`config.mk`:
```
export PLATFORM = sky130hd
export DESIGN_NAME = nfc_status_poller
export DESIGN_NICKNAME = d
export VERILOG_FILES = /design/src/rtl/nfc_status_poller_pkg.sv /design/src/rtl/nfc_poll_gap_timer.sv /design/src/rtl/nfc_status_poller.sv
export SDC_FILE = /design/constraint.sdc
export NUM_CORES = 1
export LEC_CHECK = 0
export BUFFER_PORTS_ARGS = -buffer_cell sky130_fd_sc_hd__buf_2
export CAP_MARGIN = 20
export CELL_PAD_IN_SITES_DETAIL_PLACEMENT = 1
export CELL_PAD_IN_SITES_GLOBAL_PLACEMENT = 1
export CORE_ASPECT_RATIO = 1.75
export CORE_MARGIN = 3
export CORE_UTILIZATION = 35
export DETAILED_ROUTE_END_ITERATION = 8
export PLACE_DENSITY = 0.85
export SETUP_SLACK_MARGIN = 0.4
export SKIP_CTS_REPAIR_TIMING = 1
export SYNTH_ARGS = -nofsm -noshare
export SYNTH_HDL_FRONTEND = slang
export SYNTH_HIERARCHICAL = 1
export SYNTH_SLANG_ARGS = --single-unit
```
`constraint.sdc`:
```
create_clock -name iSystemClock -period 2.35 [get_ports iSystemClock]
set_clock_uncertainty 0.2 [all_clocks]
set_input_delay 0.235 -clock iSystemClock [delete_from_list [all_inputs] [get_ports iSystemClock]]
set_output_delay 0.235 -clock iSystemClock [all_outputs]
set_load 0.02 [all_outputs]
```
`src/rtl/nfc_status_poller_pkg.sv`:
```
// Shared definitions for the NAND Read Status poller: state encodings,
// status bit positions and the Read Status command identifiers.
package nfc_status_poller_pkg;

  typedef enum logic [6:0] {
    ST_IDLE        = 7'b0000001,
    ST_ISSUE       = 7'b0000010,
    ST_WAIT_STATUS = 7'b0000100,
    ST_WAIT_LAST   = 7'b0001000,
    ST_EVAL        = 7'b0010000,
    ST_GAP         = 7'b0100000,
    ST_DONE        = 7'b1000000
  } poll_state_t;

  localparam int STATUS_RDY_BIT  = 6;
  localparam int STATUS_ARDY_BIT = 5;
  localparam int STATUS_FAIL_BIT = 0;

  localparam logic [7:0] OPC_READ_STATUS     = 8'h70;
  localparam logic [7:0] OPC_READ_STATUS_ENH = 8'h78;

  localparam logic [5:0] READ_STATUS_CMD_ID = 6'b000111;

  // NAND opcode the executor will put on the bus for a given mode.
  function automatic logic [7:0] nand_status_opcode(input logic enhanced);
    return enhanced ? OPC_READ_STATUS_ENH : OPC_READ_STATUS;
  endfunction

  function automatic logic status_array_ready(input logic [7:0] status);
    return status[STATUS_ARDY_BIT];
  endfunction

endpackage

```
`src/rtl/nfc_poll_gap_timer.sv`:
```
// Loadable 16-bit down-counter that paces successive status polls.
module nfc_poll_gap_timer (
  input  logic        clk,
  input  logic        rst,
  input  logic        load,
  input  logic [15:0] load_value,
  output logic        zero
);

  logic [15:0] count_reg;

  always_ff @(posedge clk or posedge rst) begin
    if (rst) begin
      count_reg <= 16'd0;
    end else if (load) begin
      count_reg <= load_value;
    end else if (count_reg != 16'd0) begin
      count_reg <= count_reg - 16'd1;
    end
  end

  assign zero = (count_reg == 16'd0);

endmodule

```
`src/rtl/nfc_status_poller.sv`:
```
// Repeatedly issues Read Status commands to the executor until the target
// way reports ready or the poll budget is exhausted.
module nfc_status_poller
  import nfc_status_poller_pkg::*;
#(
  parameter int         NumberOfWays = 4,
  parameter logic [5:0] CommandID    = READ_STATUS_CMD_ID,
  parameter logic [4:0] TargetID     = 5'b00101,
  parameter int         PollGap      = 16,
  parameter int         MaxPolls     = 1024
) (
  input  logic                    iSystemClock,
  input  logic                    iReset,
  input  logic                    iPollStart,
  input  logic [NumberOfWays-1:0] iPollWay,
  input  logic [23:0]             iPollRowAddress,
  input  logic                    iPollEnhanced,
  output logic                    oPollReady,
  output logic                    oPollDone,
  output logic                    oPollFail,
  output logic                    oPollTimeout,
  output logic [7:0]              oPollStatus,
  output logic [15:0]             oPollCount,
  output logic [5:0]              oOpcode,
  output logic [4:0]              oTargetID,
  output logic                    oCMDValid,
  input  logic                    iCMDReady,
  output logic [NumberOfWays-1:0] oWaySelect,
  output logic [23:0]             oRowAddress,
  input  logic [23:0]             iStatus,
  input  logic                    iStatusValid,
  input  logic                    iLastStep
);

  localparam logic [15:0] GAP_LOAD  = 16'(PollGap - 1);
  localparam logic [15:0] MAX_POLLS = 16'(MaxPolls);

  poll_state_t state_reg, state_next;

  logic [NumberOfWays-1:0] way_reg;
  logic [23:0]             row_reg;
  logic                    enhanced_reg;
  logic [7:0]              status_reg;
  logic [15:0]             count_reg;
  logic                    fail_reg;
  logic                    timeout_reg;
  logic                    gap_load;
  logic                    gap_zero;
  logic [15:0]             unused_status_hi;

  assign unused_status_hi = iStatus[23:8];

  always_ff @(posedge iSystemClock or posedge iReset) begin
    if (iReset) begin
      state_reg <= ST_IDLE;
    end else begin
      state_reg <= state_next;
    end
  end

  always_comb begin
    state_next = state_reg;
    gap_load   = 1'b0;
    oPollReady = 1'b0;
    oPollDone  = 1'b0;
    oCMDValid  = 1'b0;
    case (state_reg)
      ST_IDLE: begin
        oPollReady = 1'b1;
        if (iPollStart) state_next = ST_ISSUE;
      end
      ST_ISSUE: begin
        oCMDValid = 1'b1;
        if (iCMDReady) state_next = ST_WAIT_STATUS;
      end
      ST_WAIT_STATUS: begin
        if (iStatusValid) state_next = iLastStep ? ST_EVAL : ST_WAIT_LAST;
        else if (iLastStep) state_next = ST_EVAL;
      end
      ST_WAIT_LAST: begin
        if (iLastStep) state_next = ST_EVAL;
      end
      ST_EVAL: begin
        if (status_reg[STATUS_RDY_BIT] || (count_reg == MAX_POLLS)) begin
          state_next = ST_DONE;
        end else begin
          state_next = ST_GAP;
          gap_load   = 1'b1;
        end
      end
      ST_GAP: begin
        if (gap_zero) state_next = ST_ISSUE;
      end
      ST_DONE: begin
        oPollDone  = 1'b1;
        state_next = ST_IDLE;
      end
      default: state_next = ST_IDLE;
    endcase
  end

  always_ff @(posedge iSystemClock or posedge iReset) begin
    if (iReset) begin
      way_reg      <= '0;
      row_reg      <= 24'd0;
      enhanced_reg <= 1'b0;
      status_reg   <= 8'd0;
      count_reg    <= 16'd0;
      fail_reg     <= 1'b0;
      timeout_reg  <= 1'b0;
    end else begin
      case (state_reg)
        ST_IDLE: begin
          if (iPollStart) begin
            way_reg      <= iPollWay;
            row_reg      <= iPollRowAddress;
            enhanced_reg <= iPollEnhanced;
            status_reg   <= 8'd0;
            count_reg    <= 16'd0;
            fail_reg     <= 1'b0;
            timeout_reg  <= 1'b0;
          end
        end
        ST_ISSUE: begin
          if (iCMDReady && (count_reg != 16'hFFFF)) count_reg <= count_reg + 16'd1;
        end
        ST_WAIT_STATUS: begin
          // A command that finishes without a status word counts as not ready.
          if (iStatusValid) status_reg <= iStatus[7:0];
          else if (iLastStep) status_reg <= 8'd0;
        end
        ST_EVAL: begin
          if (status_reg[STATUS_RDY_BIT]) fail_reg <= status_reg[STATUS_FAIL_BIT];
          else if (count_reg == MAX_POLLS) timeout_reg <= 1'b1;
        end
        default: ;
      endcase
    end
  end

  nfc_poll_gap_timer u_gap_timer (
    .clk        (iSystemClock),
    .rst        (iReset),
    .load       (gap_load),
    .load_value (GAP_LOAD),
    .zero       (gap_zero)
  );

  assign oOpcode      = CommandID;
  assign oTargetID    = {TargetID[4:1], enhanced_reg};
  assign oWaySelect   = way_reg;
  assign oRowAddress  = row_reg;
  assign oPollStatus  = status_reg;
  assign oPollCount   = count_reg;
  assign oPollFail    = fail_reg;
  assign oPollTimeout = timeout_reg;

endmodule

```
==> results of run 1 <==
==> worst max-delay path by stage <==
stage	startpoint	to	slack, ns	cells after the start
2_1_floorplan	state_reg[3]	oPollCount[6]	0.01	6
5_1_grt	state_reg[2]	oPollReady	-0.08	3
4_1_cts	state_reg[5]	oCMDValid	-0.26	5
6_report	state_reg[1]	oCMDValid	0.02	5
3_5_place_dp	oPollCount[0]	oPollCount[2]	-0.04	6
3_3_place_gp	state_reg[5]	oRowAddress[5]	-0.02	4
==> kinds of logic (layout without fill, tap and decap cells) <==
| kind of cell | after synthesis | in the layout |
|---|---|---|
| mux | 35 | 35 |
| flops | 78 | 78 |
| buf+inv | 46 | 243 |
| simple gates | 136 | 136 |
| other cells | 2 | 26 |
| fa+ha+maj | 3 | 3 |
| compound gates | 73 | 73 |
| xor+xnor | 12 | 12 |
==> stage by stage <==
step / utilization / TNS, ns / setup slack, ns
2_1_floorplan: - / 0 / 0.01300
3_3_place_gp: 0.4465 / -0.3166 / -0.01521
3_5_place_dp: 0.4465 / -0.4171 / -0.04267
4_1_cts: 0.4744 / -1.272 / -0.2615
5_1_grt: 0.5879 / -0.1024 / -0.07882
6_report: 0.5879 / 0 / 0.01670
==> layout make-up <==
cell class / instances / area (µm²) / share of cell area
inverter: 14 / 66.31 / 0.01004
sequential: 78 / 1966 / 0.2977
clock inverter: 7 / 87.58 / 0.01327
tap: 132 / 165.2 / 0.02501
multi-input combinational: 285 / 2461 / 0.3727
clock buffer: 9 / 225.2 / 0.03411
timing repair buffer: 213 / 1632 / 0.2471
==> synth_stat cells (3+ instances only) <==
cell type,instances
dfrtp_1,77
nand2_1,30
mux2_2,29
nor2_1,17
inv_1,14
a21oi_1,13
clkbuf_1,13
nor3_1,13
buf_4,11
nand3_1,11
xnor2_1,10
a22o_1,8
nand4_1,8
a211o_1,7
buf_2,7
nor4_1,7
o21ai_0,7
or4_1,7
nor4b_1,6
a31oi_1,5
and3_1,5
mux2i_1,5
nand3b_1,4
nor2b_1,4
o21ai_1,4
a41oi_1,3
ha_1,3
nor3_2,3
o211ai_1,3
o31ai_1,3
==> worst register-to-register path, delay by kind of cell, from the launching register on <==
family,cells,cell delay (ns)
buffers and inverters,1,0.19
flip-flops,1,0.38
multiplexers,1,0.35
AND/OR/NAND/NOR,2,1.09
==> power breakdown <==
| group | internal [mW] | total (mW) | switching [mW] |
|---|---|---|---|
| Combinational | 1.52 | 3.34 | 1.82 |
| Clock | 0.850 | 1.52 | 0.674 |
| Sequential | 1.81 | 2.26 | 0.448 |
| Total | 4.18 | 7.13 | 2.94 |
==> layer usage <==
metal	global-route usage	vias to the layer above	share of wire
li1	-	1809	-
met1	0.2023	2162	0.35
met2	0.3765	190	0.57
met3	0.03492	62	0.043
met4	0.09140	0	0.041
met5	0	-	0
==> results.cfg, run 1 <==
[logic_synthesis]
synth_cell_types = 65
syn_area_per_cell_um2 = 10.58
yosysWarnings = 6
synthTopCellsByArea = dfrtp_1, mux2_2, nand2_1
synth_enable_flop_cells = 0
yosys-mux-area-fraction = 0.09524
ys.flop_type = dfrtp_1
synth_compound_area_frac = 0.1300
yosys.area.top_type = dfrtp_1
synth_fa_ha_area_frac = 0.009217
syn_area_um2 = 4073
ys_ff_latch = 78
synth_top_family_by_area = simple AND/OR/NAND/NOR gates
synth_simple_gate_area_frac = 0.2037
synth_xor_area_frac = 0.02581
postSynthCellCount = 385
synth_top_area_share = 0.4731
seq_area_frac_synth = 0.4796
async_flop_share = 1.000

[grt]
antenna_found_initial = 0
grt_pass1_wl_mm = 20.03
grt_use_total = 0.1984
grt.overflow.total = 0
grt_max_degree = 31
grt_pass1_vias = 3974

[worst_hold_path]
hold_class = input pin to flop
hold_start = iPollStart
hold_depth = 4
worst_hold_path.endpoint = state_reg[0]

[setup_path]
crit_required_ns = 1.91
cp_cell_sequence = or3b_2 > buf_4 > nor2_4 > buf_6 > buf_6
r2r_end = oRowAddress[14]
arrival_ns = 1.90
critical_path.startpoint_type = flop
r2r_cells = 4
path_buf_inv = 3
worstSetupPathType = flop to output pin
crit_path_top_delay_cell = or3b_2
r2r_start = state_reg[2]
cp_common_cell = buf_6
worstPathMaxFanout = 5
worst_setup_path_end_kind = output pin
crit_family = simple AND/OR/NAND/NOR gates
cp_slowest_stage_delay_ns = 0.50
ff2ff_setup_slack_ns = 0.03

[cts]
cts_htree_levels = 3
clock_latency_ns = 0.36
cts_tree = built
clk_pin_slew_worst_paths_ns = 0.07
cts_buffers = 9
clk_path_buf_depth = 2
clock-sinks = 78
cts_root_buf = clkbuf_16

[die]
core-area_um2 = 11230
die_w_um = 87.54
start_util = 0.3626
pin_count = 127
dieArea_um2 = 13020
placement_rows = 51
die_y_um = 148.7

[route]
post_drt_via_cell_ratio = 5.722
drtIter0Drc = 193
drc = 0
routedWlPerCell_um = 24.44
ant_nets = 0
wl_mm = 18.04
dr.pass1.iters = 4
dr_total_vias = 4223

[placement]
place_congestion = 0.8765
port_buffers = 100
place_area_um2 = 5015
placedCellCount = 641
dp_hpwl_mm = 9.363

[layout]
finalNetCount = 663
largest_register_ffs = 24
area_delta_synth_final_pct = 62.12
fillerInstances = 1174
fin_area_um2 = 6603
drive_above_1_share = 0.5248
mostFrequentLayoutCell = buf_2
final_cell_mix = buf_2, dfrtp_1, buf_4, dlygate4sd3_1, mux2_2
num_antenna_cells = 0
fin_cells = 738

[status]
status = finished clean

[timing]
setup_viol = 0
fmax_mhz = 428.6
fin_crit_sh = 0.9929
tightest_slew_ns = 0.7405
rsz0062_at_grt = true
relSlewSlack = 0.5053
period_needed_ns = 2.333
timing.final.hold_violations = 0
slew_viol_final = 0
hold_ws_ns = 0.03508

[power]
p_leak_nw = 3.042
power.density_nw_per_um2 = 1079
peakVddDrop_v = 0.0007384
power.total_mw = 7.126

[run]
drv_cap = 0
No activity file was read; power rests on OpenSTA's default activity.
==> inputs of run 2 (changes only) <==
--- a/config.mk
+++ b/config.mk
@@ -16,7 +16,7 @@
 export PLACE_DENSITY = 0.85
 export SETUP_SLACK_MARGIN = 0.4
 export SKIP_CTS_REPAIR_TIMING = 1
+export SLEW_MARGIN = 10
 export SYNTH_ARGS = -nofsm -noshare
 export SYNTH_HDL_FRONTEND = slang
-export SYNTH_HIERARCHICAL = 1
 export SYNTH_SLANG_ARGS = --single-unit
==> run 2 against run 1 <==
Against the previous run:
- the run now ends with setup timing left
- clock power down 4%
- synthesized area down 2.2%
- highest routed layer unchanged
- hold slack better by 0.029 ns
- routed wire length down 2.3%
- critical endpoint is now u_gap_timer.count_reg[5]
==> results.cfg, run 2 <==
[status]
status = finished, violations left
violations = setup timing

[grt]
grt_max_degree = 53
grt.overflow.total = 0
grt_pass1_vias = 3684
antenna_found_initial = 1
grt_use_total = 0.1871
grt_pass1_wl_mm = 18.72

[logic_synthesis]
yosysWarnings = 0
syn_area_per_cell_um2 = 10.43
postSynthCellCount = 382
synthTopCellsByArea = dfrtp_1, mux2_2, mux2i_1
seq_area_frac_synth = 0.4903
yosys-mux-area-fraction = 0.1250
async_flop_share = 1.000
synth_xor_area_frac = 0.004397
synth_common_cells = dfrtp_1, nand2_1, mux2_2, inv_1, mux2i_1
ys_ff_latch = 78
synth_top_area_share = 0.4837
synth_fa_ha_area_frac = 0.009422
syn_area_um2 = 3984
yosys.area.top_type = dfrtp_1
synth_simple_gate_area_frac = 0.2151
synth_cell_types = 62
synth_top_family_by_area = simple AND/OR/NAND/NOR gates
ys.flop_type = dfrtp_1
synth_compound_area_frac = 0.09799
yosysMostFrequentCell = dfrtp_1
synth_enable_flop_cells = 0

[layout]
fin_area_um2 = 6329
fin_cells = 716
final_cell_mix = buf_2, dfrtp_1, buf_4, dlygate4sd3_1, nand2_1
largest_register_ffs = 24
finalNetCount = 642
area_delta_synth_final_pct = 58.86
mostFrequentLayoutCell = buf_2
fillerInstances = 1177
drive_above_1_share = 0.4701

[timing]
fin_crit_sh = 1.026
fmax_mhz = 414.7
timing.final.ws_setup_ns = -0.06131
slew_viol_final = 0
rsz0062_at_grt = true
setup_viol = 9
timing.final.hold_violations = 0
relSlewSlack = 0.5795
tightest_slew_ns = 0.6294
period_needed_ns = 2.411
hold_ws_ns = 0.06410

[route]
ant_nets = 0
drtIter0Drc = 231
drc = 0
routedWlPerCell_um = 24.62
dr_total_vias = 4155
dr.pass1.iters = 5
wl_mm = 17.63
post_drt_via_cell_ratio = 5.803

[die]
pin_count = 127
core-area_um2 = 10890
die_y_um = 147.1
start_util = 0.3660
placement_rows = 50
dieArea_um2 = 12750
die_w_um = 86.65

[placement]
place_congestion = 0.8178
port_buffers = 100
placedCellCount = 612
dp_hpwl_mm = 8.793
place_area_um2 = 4775

[setup_path]
worstPathMaxFanout = 7
crit_required_ns = 2.41
crit_path_top_delay_cell = or4b_4
r2r_start = u_gap_timer.count_reg[1]
cp_num_cells = 8
path_buf_inv = 3
worstSetupPathType = flop to flop
critPathCapture = u_gap_timer.count_reg[5]
worst_setup_path_end_kind = flop
cp_slowest_stage_delay_ns = 0.51
crit_family = simple AND/OR/NAND/NOR gates
ff2ff_setup_slack_ns = -0.06
arrival_ns = 2.47
r2r_end = u_gap_timer.count_reg[5]
cp_cell_sequence = inv_2 > ha_4 > or4b_4 > nor4_4 > buf_6 > buf_6 > o21ai_0 > a21oi_1
cp_common_cell = buf_6
r2r_cells = 8
setup.worst_path.start = u_gap_timer.count_reg[1]
critical_path.startpoint_type = flop

[power]
peakVddDrop_v = 0.0008587
power.total_mw = 7.445
p_leak_nw = 2.856
power.density_nw_per_um2 = 1176

[cts]
cts_buffers = 9
cts_tree = built
clk_path_buf_depth = 2
cts_htree_levels = 3
clock-sinks = 78
cts_root_buf = clkbuf_16
clk_pin_slew_worst_paths_ns = 0.06
clock_latency_ns = 0.35

[run]
drv_cap = 0

[worst_hold_path]
hold_class = input pin to flop
-- run 2: cell count changes in the layout (fill, tap and decap cells not counted), moves of 6 or more --
cell,previous run,this run
or3_1,1,10
nor3_2,6,0
xnor2_1,10,2
inv_1,7,19
o21ai_1,2,9
buf_4,51,42
a22o_1,8,1
nand2b_1,2,12
conb_1,26,10
nand2_1,27,36
mux2i_1,4,15
-- run 2: how the worst min path moves through the flow --
| stage | from | depth (start not counted) | slack [ns] | endpoint |
|---|---|---|---|---|
| global route | iStatusValid | 4 | 0.09 | state_reg[2] |
| CTS | iReset | 2 | -0.22 | oWaySelect[0] |
| floorplan | iCMDReady | 1 | 0.13 | state_reg[1] |
| detailed placement | iReset | 2 | 0.14 | oRowAddress[8] |
| global placement | iReset | 2 | 0.12 | oWaySelect[0] |
| finish | iStatusValid | 4 | 0.06 | state_reg[2] |
-- run 2: layout make-up --
type	instances	area [µm²]	area share
Sequential cell	78	1967	0.3108
Antenna cell	1	2.502	0.0003954
Tap cell	130	162.7	0.02570
Clock inverter	5	57.56	0.009095
Multi-Input combinational cell	266	2242	0.3543
Clock buffer	11	242.7	0.03836
Inverter	23	92.59	0.01463
Timing Repair Buffer	202	1562	0.2467
-- run 2: power by group --
part	switching [mW]	total, mW	internal, mW
clock network	0.601	1.46	0.855
logic	2.02	3.72	1.70
registers	0.455	2.27	1.81
-- run 2: kinds of logic after synthesis --
family,Yosys count
and+or+nand+nor,146
adders and majority gates,3
muxes,46
AOI/OAI and AO/OA,59
buffers and inverters,46
DFF,78
other,2
xor gates and xnor gates,2
-- run 2: tightest hold or removal path: stages --
cell and delay, ns:
buf_2 0.09, nor2_1 0.09, nand2b_4 0.08, a21oi_1 0.06
-- run 2: stage by stage --
step / setup WS (ns) / util / setup TNS (ns)
after CTS: 0.01393 / 0.4662 / 0
final: -0.06131 / 0.5814 / -0.2198
after global routing: -0.1425 / 0.5814 / -1.212
after global placement: 0.1369 / 0.4386 / 0
after detailed placement: 0.008817 / 0.4386 / 0
after floorplan: 0.1077 / - / 0
-- run 2: per-layer routing --
layer | part of all wire | GRT usage | vias to the layer above | wire [µm]
met5 | 0 | 0 | - | 0
met4 | 0.053 | 0.07644 | 0 | 942
met3 | 0.048 | 0.03704 | 75 | 852
met2 | 0.56 | 0.3508 | 202 | 9928
met1 | 0.33 | 0.1970 | 2113 | 5905
li1 | - | - | 1765 | -
==> inputs of run 3 (changes only) <==
--- a/config.mk
+++ b/config.mk
@@ -5,7 +5,7 @@
 export SDC_FILE = /design/constraint.sdc
 export NUM_CORES = 1
 export LEC_CHECK = 0
-export BUFFER_PORTS_ARGS = -buffer_cell sky130_fd_sc_hd__buf_2
+export BUFFER_PORTS_ARGS = -buffer_cell sky130_fd_sc_hd__clkbuf_2
 export CAP_MARGIN = 20
 export CELL_PAD_IN_SITES_DETAIL_PLACEMENT = 1
 export CELL_PAD_IN_SITES_GLOBAL_PLACEMENT = 1
@@ -15,8 +15,6 @@
 export DETAILED_ROUTE_END_ITERATION = 8
 export PLACE_DENSITY = 0.85
 export SETUP_SLACK_MARGIN = 0.4
-export SKIP_CTS_REPAIR_TIMING = 1
-export SLEW_MARGIN = 10
 export SYNTH_ARGS = -nofsm -noshare
 export SYNTH_HDL_FRONTEND = slang
 export SYNTH_SLANG_ARGS = --single-unit
==> run 3 against run 2 <==
Against the previous run:
- the run still ends with setup timing left
- non-clock buffer count increased by 27
- first-iteration DRC count increased by 48%
- maximum frequency decreased by 5.3%
- critical path type unchanged
- register-to-register slack got worse by 0.14 ns
- flip-flop and latch count unchanged
==> results.cfg, run 3 (synthesized netlist as in run 2, its figures left out) <==
[worst_hold_path]
hold_depth = 4
worst_hold_path.endpoint = state_reg[2]
hold_class = input pin to flop
hold_start = iStatusValid

[cts]
cts_htree_levels = 3
cts_tree = built
cts_buffers = 9
clk_pin_slew_worst_paths_ns = 0.07
clock-sinks = 78
clk_path_buf_depth = 2
clock_latency_ns = 0.36
cts_root_buf = clkbuf_16

[placement]
placedCellCount = 622
dp_hpwl_mm = 9.153
place_area_um2 = 4850
port_buffers = 100
place_congestion = 0.8138

[timing]
relSlewSlack = 0.5300
slew_viol_final = 0
fmax_mhz = 392.7
fin_crit_sh = 1.084
period_needed_ns = 2.547
rsz0062_at_grt = true
tightest_slew_ns = 0.7035
timing.final.ws_setup_ns = -0.1965
timing.final.hold_violations = 0
setup_viol = 17

[layout]
fin_cells = 742
mostFrequentLayoutCell = clkbuf_2
fin_area_um2 = 7017
largest_register_ffs = 24
finalNetCount = 669
area_delta_synth_final_pct = 76.13
fin_util = 0.6446
drive_above_1_share = 0.5565
final_cell_mix = clkbuf_2, dfrtp_1, buf_4, dlygate4sd3_1, nand2_1

[die]
placement_rows = 50
die_w_um = 86.65
die_y_um = 147.1
core-area_um2 = 10890
pin_count = 127
dieArea_um2 = 12750
start_util = 0.3660

[route]
ant_nets = 0
drtIter0Drc = 341
drc = 0
dr_total_vias = 4556
dr.pass1.iters = 5
post_drt_via_cell_ratio = 6.140
routedWlPerCell_um = 31.32
wl_mm = 23.24

[setup_path]
r2r_cells = 9
crit_required_ns = 2.41
cp_slowest_stage_delay_ns = 0.54
critical_path.startpoint_type = flop
crit_path_top_delay_cell = or4b_4
worst_setup_path_end_kind = flop
r2r_end = u_gap_timer.count_reg[6]
cp_cell_sequence = inv_2 > ha_4 > or4b_4 > nor4_4 > buf_6 > buf_6 > buf_12 > o31ai_4 > a21oi_2
worstPathMaxFanout = 6
arrival_ns = 2.61
r2r_start = u_gap_timer.count_reg[1]
cp_common_cell = buf_6
worstSetupPathType = flop to flop
ff2ff_setup_slack_ns = -0.20

[power]
peakVddDrop_v = 0.0009793
power.density_nw_per_um2 = 1243
p_leak_nw = 3.206
p_comb_frac = 0.549
seqPwrFrac = 0.274
switching_share = 0.4404
switchingPower_mw = 3.842
power_frac_clock = 0.177
internal-power_mw = 4.882

[grt]
antenna_found_initial = 1
grt_use_total = 0.2827
grt.overflow.total = 0
grt_max_degree = 52
grt_pass1_wl_mm = 26.88
grt_pass1_vias = 4585

[status]
status = finished, violations left
violations = setup timing

[run]
drv_cap = 0
[run 3: power by group through the flow]
| stage | logic (mW) | registers [mW] | clock network [mW] |
|---|---|---|---|
| finish | 4.79 | 2.39 | 1.55 |
| floorplan | 1.40 | 2.50 | 0 |
| detailed placement | 2.62 | 2.21 | 0 |
| global placement | 2.47 | 2.14 | 0 |
| global route | 4.94 | 2.41 | 1.58 |
| CTS | 3.23 | 2.19 | 1.44 |
[run 3: metal layers]
layer	share of wire	global-route usage
met5	0	0
met4	0.093	0.1849
met3	0.050	0.04097
met2	0.53	0.5207
met1	0.33	0.2840
[run 3: critical path, delay by kind of cell (launching register included)]
family / cells / cell delay (ns)
fa+ha+maj: 1 / 0.21
compound gates: 2 / 0.29
flops: 1 / 0.41
buf+inv: 4 / 0.62
simple gates: 2 / 0.72
[run 3: what timing repair did]
| action | 4_1_cts | 5_1_grt |
|---|---|---|
| buffers inserted | 34 | 22 |
| pin swaps | 28 | 40 |
| cloned | 2 | 6 |
| resized for setup | 71 | 132 |
| endpoints found under the hold margin | 67 | 0 |
| endpoints found under the setup margin | 79 | 79 |
| hold buffers | 40 | 0 |
[run 3: area by class of cell]
cell class | instances | area [µm²]
multi-input combinational | 266 | 2635
antenna | 1 | 2.502
clock inverter | 3 | 45.04
sequential | 78 | 1964
timing repair buffer | 229 | 1858
tap | 130 | 162.7
fill | 1100 | 3869
clock buffer | 12 | 256.5
inverter | 23 | 92.59
[run 3: worst max path at each step]
| stage | from | end | slack, ns |
|---|---|---|---|
| floorplan | u_gap_timer.count_reg[1] | state_reg[3] | 0.11 |
| global placement | oPollCount[0] | u_gap_timer.count_reg[10] | -0.05 |
| detailed placement | u_gap_timer.count_reg[1] | u_gap_timer.count_reg[5] | -0.02 |
| CTS | u_gap_timer.count_reg[0] | state_reg[3] | 0.1 |
| global route | u_gap_timer.count_reg[1] | u_gap_timer.count_reg[2] | -0.27 |
| finish | u_gap_timer.count_reg[1] | u_gap_timer.count_reg[6] | -0.20 |
[run 3: metrics by stage]
stage | setup TNS [ns] | hold slack (ns) | power (mW) | worst slack (ns)
6_report | -1.888 | 0.04702 | 8.724 | -0.1965
5_1_grt | -2.333 | 0.05669 | 8.925 | -0.2656
4_1_cts | 0 | 0.07535 | 6.854 | 0.09688
3_5_place_dp | -0.01578 | 0.1636 | 4.826 | -0.01578
3_3_place_gp | -0.3209 | 0.1564 | 4.607 | -0.05412
2_1_floorplan | 0 | 0.1271 | 3.898 | 0.1077
